### src/rtl/pcie_rst_pkg.sv
// Shared types and helpers for the ECP5 PCIe SERDES/PCS reset sequencer.
// Holds the top and lane state encodings, the reset-level constants and the counter-width helpers.
package pcie_rst_pkg;

  typedef enum logic [2:0] {
    ST_PWRDN    = 3'd0,
    ST_RST_DUAL = 3'd1,
    ST_PLL_WAIT = 3'd2,
    ST_TX_PCS   = 3'd3,
    ST_RUN      = 3'd4,
    ST_FAIL     = 3'd5
  } top_state_t;

  typedef enum logic [1:0] {
    L_RST   = 2'd0,
    L_WAIT  = 2'd1,
    L_READY = 2'd2
  } lane_state_t;

  localparam logic       RST_ON   = 1'b1;
  localparam logic       RST_OFF  = 1'b0;
  // Loss indicators come out of reset reading "bad" until real samples arrive.
  localparam logic [1:0] SYNC_RST = 2'b11;

  function automatic int cnt_w(input int max_val);
    return (max_val < 1) ? 1 : $clog2(max_val + 1);
  endfunction

  function automatic int max3(input int a, input int b, input int c);
    int m;
    m = (a > b) ? a : b;
    return (m > c) ? m : c;
  endfunction

endpackage

### src/rtl/pcie_rx_lane_rst.sv
// Per-lane RX reset sequencer: synchronises LOS/CDR-LOL, walks L_RST -> L_WAIT -> L_READY.
// lane_ok drops in the same cycle a synced fault is seen so link status can react without extra lag.
module pcie_rx_lane_rst
  import pcie_rst_pkg::*;
#(
  parameter int T_RST_CYC = 32,
  parameter int T_CDR_CYC = 500
) (
  input  logic        clk,
  input  logic        rst,
  input  logic        en,
  input  logic        rx_los,
  input  logic        rx_cdr_lol,
  output logic        rx_serdes_rst_c,
  output logic        rx_pcs_rst_c,
  output logic        lane_rdy,
  output logic        lane_ok,
  output lane_state_t dbg_state
);

  localparam int CNT_W = cnt_w(max3(T_RST_CYC, T_CDR_CYC, 1));
  localparam logic [CNT_W-1:0] RST_LAST = CNT_W'(T_RST_CYC - 1);
  localparam logic [CNT_W-1:0] CDR_LAST = CNT_W'(T_CDR_CYC - 1);

  logic [1:0]       los_sync;
  logic [1:0]       cdr_sync;
  logic [CNT_W-1:0] cnt;
  lane_state_t      state;
  logic             bad;

  assign bad       = los_sync[1] | cdr_sync[1];
  assign lane_ok   = lane_rdy & ~bad;
  assign dbg_state = state;

  always_ff @(posedge clk or posedge rst) begin
    if (rst) begin
      los_sync        <= SYNC_RST;
      cdr_sync        <= SYNC_RST;
      state           <= L_RST;
      cnt             <= '0;
      rx_serdes_rst_c <= RST_ON;
      rx_pcs_rst_c    <= RST_ON;
      lane_rdy        <= 1'b0;
    end else begin
      los_sync <= {los_sync[0], rx_los};
      cdr_sync <= {cdr_sync[0], rx_cdr_lol};
      if (!en) begin
        state           <= L_RST;
        cnt             <= '0;
        rx_serdes_rst_c <= RST_ON;
        rx_pcs_rst_c    <= RST_ON;
        lane_rdy        <= 1'b0;
      end else begin
        case (state)
          L_RST: begin
            if (cnt == RST_LAST) begin
              state           <= L_WAIT;
              cnt             <= '0;
              rx_serdes_rst_c <= RST_OFF;
            end else begin
              cnt <= cnt + 1'b1;
            end
          end
          L_WAIT: begin
            // Any fault restarts the stability window from zero.
            if (bad) begin
              cnt <= '0;
            end else if (cnt == CDR_LAST) begin
              state        <= L_READY;
              cnt          <= '0;
              rx_pcs_rst_c <= RST_OFF;
              lane_rdy     <= 1'b1;
            end else begin
              cnt <= cnt + 1'b1;
            end
          end
          L_READY: begin
            if (bad) begin
              state           <= L_RST;
              cnt             <= '0;
              rx_serdes_rst_c <= RST_ON;
              rx_pcs_rst_c    <= RST_ON;
              lane_rdy        <= 1'b0;
            end
          end
          default: begin
            state <= L_RST;
            cnt   <= '0;
          end
        endcase
      end
    end
  end

endmodule

### src/rtl/pcie_serdes_rst_seq.sv
// SERDES/PCS power-up and reset sequencer for the ECP5 PCIe hard core (x1/x2/x4).
// Top FSM owns power-down, dual/TX resets and PLL-lock retry; per-lane FSMs own the RX resets.
module pcie_serdes_rst_seq
  import pcie_rst_pkg::*;
#(
  parameter int NUM_LANES    = 1,
  parameter int T_PDB_CYC    = 250,
  parameter int T_RST_CYC    = 32,
  parameter int T_LOCK_CYC   = 500,
  parameter int T_PLL_TO_CYC = 100000,
  parameter int T_CDR_CYC    = 500,
  parameter int MAX_RETRY    = 3
) (
  input  logic                             sys_clk_125,
  input  logic                             rst,
  input  logic                             pll_lol,
  input  logic [NUM_LANES-1:0]             rx_cdr_lol,
  input  logic [NUM_LANES-1:0]             rx_los,
  input  logic                             force_retrain,
  output logic                             serdes_pdb,
  output logic                             tx_pwrup_c,
  output logic                             serdes_rst_dual_c,
  output logic                             tx_serdes_rst_c,
  output logic                             tx_pcs_rst_c,
  output logic [NUM_LANES-1:0]             rx_serdes_rst_c,
  output logic [NUM_LANES-1:0]             rx_pcs_rst_c,
  output logic                             sli_rst,
  output logic [NUM_LANES-1:0]             lane_rdy,
  output logic                             link_rdy,
  output logic [cnt_w(MAX_RETRY)-1:0]      retry_cnt,
  output logic                             fail,
  output top_state_t                       dbg_state,
  output logic [NUM_LANES-1:0][1:0]        dbg_lane_state
);

  localparam int RETRY_W = cnt_w(MAX_RETRY);
  localparam int PH_W    = cnt_w(max3(T_PDB_CYC, T_RST_CYC, T_PLL_TO_CYC));
  localparam int LOCK_W  = cnt_w(T_LOCK_CYC);
  localparam logic [PH_W-1:0]    PDB_LAST  = PH_W'(T_PDB_CYC - 1);
  localparam logic [PH_W-1:0]    RST_LAST  = PH_W'(T_RST_CYC - 1);
  localparam logic [PH_W-1:0]    TO_LAST   = PH_W'(T_PLL_TO_CYC - 1);
  localparam logic [LOCK_W-1:0]  LOCK_LAST = LOCK_W'(T_LOCK_CYC - 1);
  localparam logic [RETRY_W-1:0] RETRY_MAX = RETRY_W'(MAX_RETRY);

  top_state_t           state;
  logic [PH_W-1:0]      ph_cnt;
  logic [LOCK_W-1:0]    lock_cnt;
  logic [1:0]           pll_sync;
  logic                 pll_lol_s;
  logic [RETRY_W-1:0]   retry_inc;
  logic [NUM_LANES-1:0] lane_ok;
  logic                 lane_en;

  assign pll_lol_s = pll_sync[1];
  assign retry_inc = retry_cnt + 1'b1;
  assign lane_en   = (state == ST_RUN);
  assign dbg_state = state;

  always_ff @(posedge sys_clk_125 or posedge rst) begin
    if (rst) begin
      state             <= ST_PWRDN;
      ph_cnt            <= '0;
      lock_cnt          <= '0;
      serdes_pdb        <= 1'b0;
      tx_pwrup_c        <= 1'b0;
      serdes_rst_dual_c <= RST_ON;
      tx_serdes_rst_c   <= RST_ON;
      tx_pcs_rst_c      <= RST_ON;
      retry_cnt         <= '0;
      fail              <= 1'b0;
    end else if (force_retrain && (state != ST_PWRDN)) begin
      state             <= ST_RST_DUAL;
      ph_cnt            <= '0;
      lock_cnt          <= '0;
      serdes_rst_dual_c <= RST_ON;
      tx_serdes_rst_c   <= RST_ON;
      tx_pcs_rst_c      <= RST_ON;
      retry_cnt         <= '0;
      fail              <= 1'b0;
    end else begin
      case (state)
        ST_PWRDN: begin
          if (ph_cnt == PDB_LAST) begin
            state      <= ST_RST_DUAL;
            ph_cnt     <= '0;
            serdes_pdb <= 1'b1;
            tx_pwrup_c <= 1'b1;
          end else begin
            ph_cnt <= ph_cnt + 1'b1;
          end
        end
        ST_RST_DUAL: begin
          if (ph_cnt == RST_LAST) begin
            state             <= ST_PLL_WAIT;
            ph_cnt            <= '0;
            lock_cnt          <= '0;
            serdes_rst_dual_c <= RST_OFF;
            tx_serdes_rst_c   <= RST_OFF;
          end else begin
            ph_cnt <= ph_cnt + 1'b1;
          end
        end
        ST_PLL_WAIT: begin
          if (pll_lol_s) lock_cnt <= '0;
          else if (lock_cnt != LOCK_LAST) lock_cnt <= lock_cnt + 1'b1;
          if (ph_cnt != TO_LAST) ph_cnt <= ph_cnt + 1'b1;
          // A lock completing on the timeout cycle still counts as locked.
          if (!pll_lol_s && (lock_cnt == LOCK_LAST)) begin
            state    <= ST_TX_PCS;
            ph_cnt   <= '0;
            lock_cnt <= '0;
          end else if (ph_cnt == TO_LAST) begin
            retry_cnt         <= retry_inc;
            ph_cnt            <= '0;
            lock_cnt          <= '0;
            serdes_rst_dual_c <= RST_ON;
            tx_serdes_rst_c   <= RST_ON;
            if (retry_inc == RETRY_MAX) begin
              state <= ST_FAIL;
              fail  <= 1'b1;
            end else begin
              state <= ST_RST_DUAL;
            end
          end
        end
        ST_TX_PCS: begin
          if (ph_cnt == RST_LAST) begin
            state        <= ST_RUN;
            ph_cnt       <= '0;
            tx_pcs_rst_c <= RST_OFF;
            retry_cnt    <= '0;
          end else begin
            ph_cnt <= ph_cnt + 1'b1;
          end
        end
        ST_RUN: begin
          if (pll_lol_s) begin
            state             <= ST_RST_DUAL;
            ph_cnt            <= '0;
            serdes_rst_dual_c <= RST_ON;
            tx_serdes_rst_c   <= RST_ON;
            tx_pcs_rst_c      <= RST_ON;
          end
        end
        ST_FAIL: begin
          serdes_pdb        <= 1'b1;
          serdes_rst_dual_c <= RST_ON;
          tx_serdes_rst_c   <= RST_ON;
          tx_pcs_rst_c      <= RST_ON;
          fail              <= 1'b1;
        end
        default: begin
          state  <= ST_PWRDN;
          ph_cnt <= '0;
        end
      endcase
    end
  end

  // link_rdy also looks at this cycle's synced faults so it drops with the lane, not one cycle after.
  always_ff @(posedge sys_clk_125 or posedge rst) begin
    if (rst) begin
      pll_sync <= SYNC_RST;
      sli_rst  <= RST_ON;
      link_rdy <= 1'b0;
    end else begin
      pll_sync <= {pll_sync[0], pll_lol};
      sli_rst  <= serdes_rst_dual_c | tx_serdes_rst_c | ~serdes_pdb | ~tx_pwrup_c;
      link_rdy <= lane_en & ~pll_lol_s & ~force_retrain & (&lane_ok);
    end
  end

  for (genvar g = 0; g < NUM_LANES; g++) begin : g_lane
    pcie_rx_lane_rst #(
      .T_RST_CYC (T_RST_CYC),
      .T_CDR_CYC (T_CDR_CYC)
    ) u_lane (
      .clk             (sys_clk_125),
      .rst             (rst),
      .en              (lane_en),
      .rx_los          (rx_los[g]),
      .rx_cdr_lol      (rx_cdr_lol[g]),
      .rx_serdes_rst_c (rx_serdes_rst_c[g]),
      .rx_pcs_rst_c    (rx_pcs_rst_c[g]),
      .lane_rdy        (lane_rdy[g]),
      .lane_ok         (lane_ok[g]),
      .dbg_state       (dbg_lane_state[g])
    );
  end

endmodule

### config.mk
export PLATFORM = sky130hd
export DESIGN_NAME = pcie_serdes_rst_seq
export DESIGN_NICKNAME = d
export VERILOG_FILES = /design/src/rtl/pcie_rst_pkg.sv /design/src/rtl/pcie_rx_lane_rst.sv /design/src/rtl/pcie_serdes_rst_seq.sv
export SDC_FILE = /design/constraint.sdc
export NUM_CORES = 1
export LEC_CHECK = 0
export ABC_AREA = 1
export CAP_MARGIN = 20
export CORE_MARGIN = 3
export CORE_UTILIZATION = 45
export DETAILED_ROUTE_END_ITERATION = 12
export HOLD_SLACK_MARGIN = 0.03
export MAX_ROUTING_LAYER = met4
export PLACE_DENSITY_LB_ADDON = 0.3
export SLEW_MARGIN = 20
export SYNTH_ARGS = -nofsm -noshare
export SYNTH_HDL_FRONTEND = slang
export SYNTH_SLANG_ARGS = --single-unit
### constraint.sdc
create_clock -name sys_clk_125 -period 2.5 [get_ports sys_clk_125]
set_input_delay 0.5 -clock sys_clk_125 [delete_from_list [all_inputs] [get_ports sys_clk_125]]
set_output_delay 0.5 -clock sys_clk_125 [all_outputs]
set_load 0.02 [all_outputs]
# Yosys cells after proc, flatten, opt, wreduce, memory -nomap -nowiden

Cells that the tools add are included.

Add/subtract/negate cells: 4
Equality and inequality tests: 34
Mux-type cells: 69
Bitwise logic cells: 13
Reduce and logical (&&, ||, !) cells: 25

Operators with widths:

| operator              | count |
|---|---|
| $mux 17               | 7 |
| $mux 9                | 11 |
| $pmux 17 s5           | 1 |
| $ne 3x3->1 const B    | 13 |
| $pmux 9 s3            | 1 |
| $mux 3                | 8 |
| $mux 1                | 21 |
| $add 9x1->9 const B   | 2 |
| $eq 9x9->1 const B    | 2 |
| $mux 2                | 9 |
| $pmux 3 s6            | 1 |
| $pmux 9 s2            | 1 |
| $reduce_and 3->1      | 6 |
| $add 17x1->17 const B | 1 |
| $eq 17x17->1 const B  | 1 |
| $eq 17x5->1 const B   | 1 |
| $eq 17x8->1 const B   | 1 |
| $ne 17x17->1 const B  | 1 |
| $reduce_and 4->1      | 4 |
| $reduce_bool 3->1     | 4 |
| $pmux 1 s2            | 5 |
| $eq 9x5->1 const B    | 1 |
| $ne 9x9->1 const B    | 1 |
| $eq 3x2->1 const B    | 2 |
| 26 further kinds      | 40 |

Bits in registers: 58
Input port bits: 6
Output and inout bits: 18

# Logic depth before layout (Yosys ltp)

Depth in word-level cells: 7
Mapped depth: 13
Depth with buffers taken out: 11

# By module

Synthesis repeated with hierarchy kept, for this count alone.

Cell total of the unflattened synthesis: 476
Area total of the unflattened synthesis: 3,626.0 sq um

Modules (own cells, without submodules):

| module              | instances | cells each | area an instance (sq um) |
|---|---|---|---|
| pcie_serdes_rst_seq | 1         | 351        | 2,602.5 |
| pcie_rx_lane_rst    | 1         | 125        | 1,023.5 |

# Worst setup path after synthesis

Ideal clock, no wire load.

Kind: reg2reg
Start: reg state[1], in the netlist dbg_state[1]
End: reg ph_cnt[9]
Arrival: 1,631 ps
Required time: 2,375 ps
Slack: 744 ps
Stages on the path, launching flop included: 14
Path through: dfrtp_1 > bufinv_8 > nand2_4 > nor2_4 > nor2_8 > inv_4 > buf_8 > nand3_4 > nand2_4 > clkinv_4 > nand2_4 > inv_6 > buf_12 > nor2_4

Longest elaborated chain between the ends: 4
Elaborated cells on any way between the ends: 15
Classes of those cells: 8 x eq/ne; 2 x mux; 5 x reduce/logical

RTL lines:

| what                                                           | RTL line                   | text |
|---|---|---|
| from (decl)                                                    | pcie_serdes_rst_seq.sv:45  | `top_state_t state;` |
| from (signal assigned)                                         | pcie_serdes_rst_seq.sv:61  | `state <= ST_PWRDN;` |
| from (signal assigned)                                         | pcie_serdes_rst_seq.sv:72  | `state <= ST_RST_DUAL;` |
| from (signal assigned)                                         | pcie_serdes_rst_seq.sv:84  | `state <= ST_RST_DUAL;` |
| $eq 3x2->1, or another cell as far along                       | pcie_serdes_rst_seq.sv:81  | `case (state)` |
| $reduce_or 2->1 (no line) or $logic_and 1x1->1 (tied branches) | -                          |  |
| $pmux 17 s5, or another cell as far along                      | pcie_serdes_rst_seq.sv:81  |  |
| $mux 17 or $reduce_and 3->1 (tied branches)                    | -                          |  |
| to (signal assigned)                                           | pcie_serdes_rst_seq.sv:89  | `ph_cnt <= ph_cnt + 1'b1;` |
| to (signal assigned)                                           | pcie_serdes_rst_seq.sv:100 | `ph_cnt <= ph_cnt + 1'b1;` |
| to (signal assigned)                                           | pcie_serdes_rst_seq.sv:106 | `if (ph_cnt != TO_LAST) ph_cnt <= ph_cnt + 1'b1;` |
| to (decl)                                                      | pcie_serdes_rst_seq.sv:46  | `logic [PH_W-1:0] ph_cnt;` |

Parallel ways exist; a longest one is shown, timed or not.
A chain may end at the register's enable or synchronous reset.

# Worst setup path after layout

Start: reg state[0], in the netlist dbg_state[0]
End: out dbg_state[0]

RTL lines:

| what      | RTL line                  | text |
|---|---|---|
| to (decl) | pcie_serdes_rst_seq.sv:32 | `output top_state_t dbg_state,` |

No word-level cell between the ends.

==> metrics.cfg <==
[synth]
synthArstFlopShare=1.000
synth_ff_type=dfrtp_1
ys_top_cells_by_area=dfrtp_1 33%, nand2_1 11%, dfstp_2 8.1%
synth_top_area_frac=0.3283
ys_ff_latch=58
syn_area_mm2=0.003582
yosysWarnings=0
synth-edff-count=0
synth_cell_types=39
synth_top_area_cell=dfrtp_1
synth.avg_cell_area_um2=7.856
yosysMostFrequentCell=nand2_1
syn_nets=471
synth_commonest_cells=103 x nand2_1, 62 x nor2_1, 54 x inv_1, 54 x nand3_1, 47 x dfrtp_1
yosysSeqAreaShare=0.4090
netlist_instances=456

[clock_network]
cts_tree=yes
clockBufferDepth=2
cts_made_buffers=9
clock_sinks=58
cts_resized=0
clk_pin_slew_worst_paths_ns=0.07
htree_num_levels=3
ctsRootBufferMaster=clkbuf_8
cts_setup_buffers=0
hold_buffers=0
clk_latency_ns=0.35

[grt]
grt_usage=0.1925
grt-busiest-layer=met2
grt_pass1_wl_mm=13.19
met3_usage=0.04736
grt_max_degree=33
grt_use_met1=0.2577
overflow=0
met2_usage=0.2840
antenna_found_initial=0
grt_pass1_vias=2828

[final_layout]
drive_gt1_frac=0.1350
final_cell_count_no_fill=588
area_delta_synth_final_pct=14.08
stdcell_area_mm2=0.004086
nNetsFinal=499
n_antenna_cell=0
fillers=702

[worst_setup_path]
slowest_delay_ns=0.67
path_max_fanout=6
arrival_ns=1.51
path_class=flip-flop to output pin
worstPathCellList=clkdlybuf4s50_1
crit_family=buffers and inverters
crit_buf_inv=1
crit_required_ns=2.00
crit_slowest_cell=clkdlybuf4s50_1
critPathCaptureType=output pin
cp-start-kind=flip-flop

[power_and_ir_drop]
powerDensity_mw_per_mm2=460.3
ir_worst_vdd_uv=375.9
power.leakage_nw=1.849

[sta]
finClkSkew_ns=0.01127
hold_violations=0
hold_slack_ns=0.3554
setup_viol=0
worst_pin_slew_ns=0.4578
slew_viol_final=0
max_freq_ghz=0.4970
rsz0062_at_grt=no
max_slew_margin=0.6939
period_minus_slack_ns=2.012
fin_ws_ns=0.4880
fin_tns_setup_ns=0
finalCritPeriodShare=0.8048

[floorplanning]
die_x_um=95.22
num_io_pins=24
die-area_mm2=0.009067
start_util=0.4785
die_h_um=95.22
core_mm2=0.007486
row_count=31

[route]
ant_nets=0
dr.first_iter.drc_count=146
drt-total-wl_mm=7.522
route.detailed.drc=0
wire_per_inst_um=12.79
via_per_inst=5.126
dr.pass1.iters=4
vias=3014

[placed_design]
hpwl_mm=5.682
gp_congestion=0.8643
dp_cells=572
dp_slack_ns=0.2870
placed_cell_area_mm2=0.003890
port_buffers=23

[status]
status=complete, no violations

[hold_path]
hp-class=flip-flop to flip-flop

[run]
maxCapViolCount=0

## state kept, by name, summed over array words and instances (netlist names), 2 cells and up
register	cells
lock_cnt	9
dbg_state	3
retry_cnt	2
g_lane.u_lane.los_sync	2
ph_cnt	17
g_lane.u_lane.cnt	9
g_lane.u_lane.dbg_state	2
pll_sync	2
g_lane.u_lane.cdr_sync	2
## per-layer routing
metal	share of wire	up-vias
met1	0.48	1433
met2	0.47	56
met3	0.044	8
li1	-	1517
met4	0.0082	0
met5	0	-
## power by group
part | total, mW | switching (mW) | internal (mW)
clock network | 0.883 | 0.399 | 0.484
logic | 0.0444 | 0.0287 | 0.0157
registers | 0.954 | 0.00391 | 0.950
## final cells by class
| cell class | count | area [um2] | share of cell area |
|---|---|---|---|
| flip-flops and latches | 58 | 1465 | 0.3585 |
| multi-input cells | 330 | 1792 | 0.4385 |
| inverters | 60 | 251.5 | 0.06154 |
| clock buffers | 11 | 141.4 | 0.03460 |
| well taps | 99 | 123.9 | 0.03031 |
| repair buffers | 25 | 257.7 | 0.06307 |
| clock inverters | 5 | 55.05 | 0.01347 |
## layout by cell type (no fill, tap or decap), types with 2 or more instances in the layout
cell             instances
nand2_1                103
nor2_1                  62
nand3_1                 54
inv_1                   53
dfrtp_1                 47
clkdlybuf4s50_1         23
o21ai_0                 20
xor2_1                  13
nor2_4                  12
nand4_1                 11
dfstp_2                 11
clkbuf_8                10
ha_1                     9
a21oi_1                  7
nor3_1                   6
nand2_4                  4
nor2_2                   3
o22ai_1                  3
inv_2                    3
nand3_2                  3
o211ai_1                 2
o21bai_1                 2
nor4_1                   2
a21o_2                   2
xnor2_1                  2
nor2_8                   2
nand2_2                  2
nand3_4                  2
clkinvlp_4               2
clkinv_2                 2
## cell families (layout without fill, tap and decap cells)
group                      after synthesis  count (layout)  share of synthesized area
AOI/OAI and AO/OA                       37              37                    0.05833
DFF                                     58              58                     0.4090
buffers and inverters                   68             101                    0.09082
and+or+nand+nor                        269             269                     0.3737
xor gates and xnor gates                15              15                    0.03668
adders and majority gates                9               9                    0.03144
## final timing paths
kind                       cells past startpoint                           end                    startpoint  slack [ns]
max                                            1                  dbg_state[0]                  dbg_state[0]        0.49
min                                            0  g_lane[0].u_lane.los_sync[1]  g_lane[0].u_lane.los_sync[0]        0.36
min reg2reg                                    0  g_lane[0].u_lane.los_sync[1]  g_lane[0].u_lane.los_sync[0]        0.36
min in group asynchronous                      2                    ph_cnt[15]                           rst        0.42
max reg2reg                                    8       g_lane[0].u_lane.cnt[3]                  dbg_state[1]        0.55
max in group asynchronous                      3               tx_serdes_rst_c                           rst        1.50
## stage by stage
step                power (mW)    util
floorplan               0.9932       -
global placement         1.016  0.5196
detailed placement       1.018  0.5196
CTS                      1.908  0.5459
global route             1.967  0.5459
finish                   1.881  0.5459
Power figures use the tool's default switching activity.
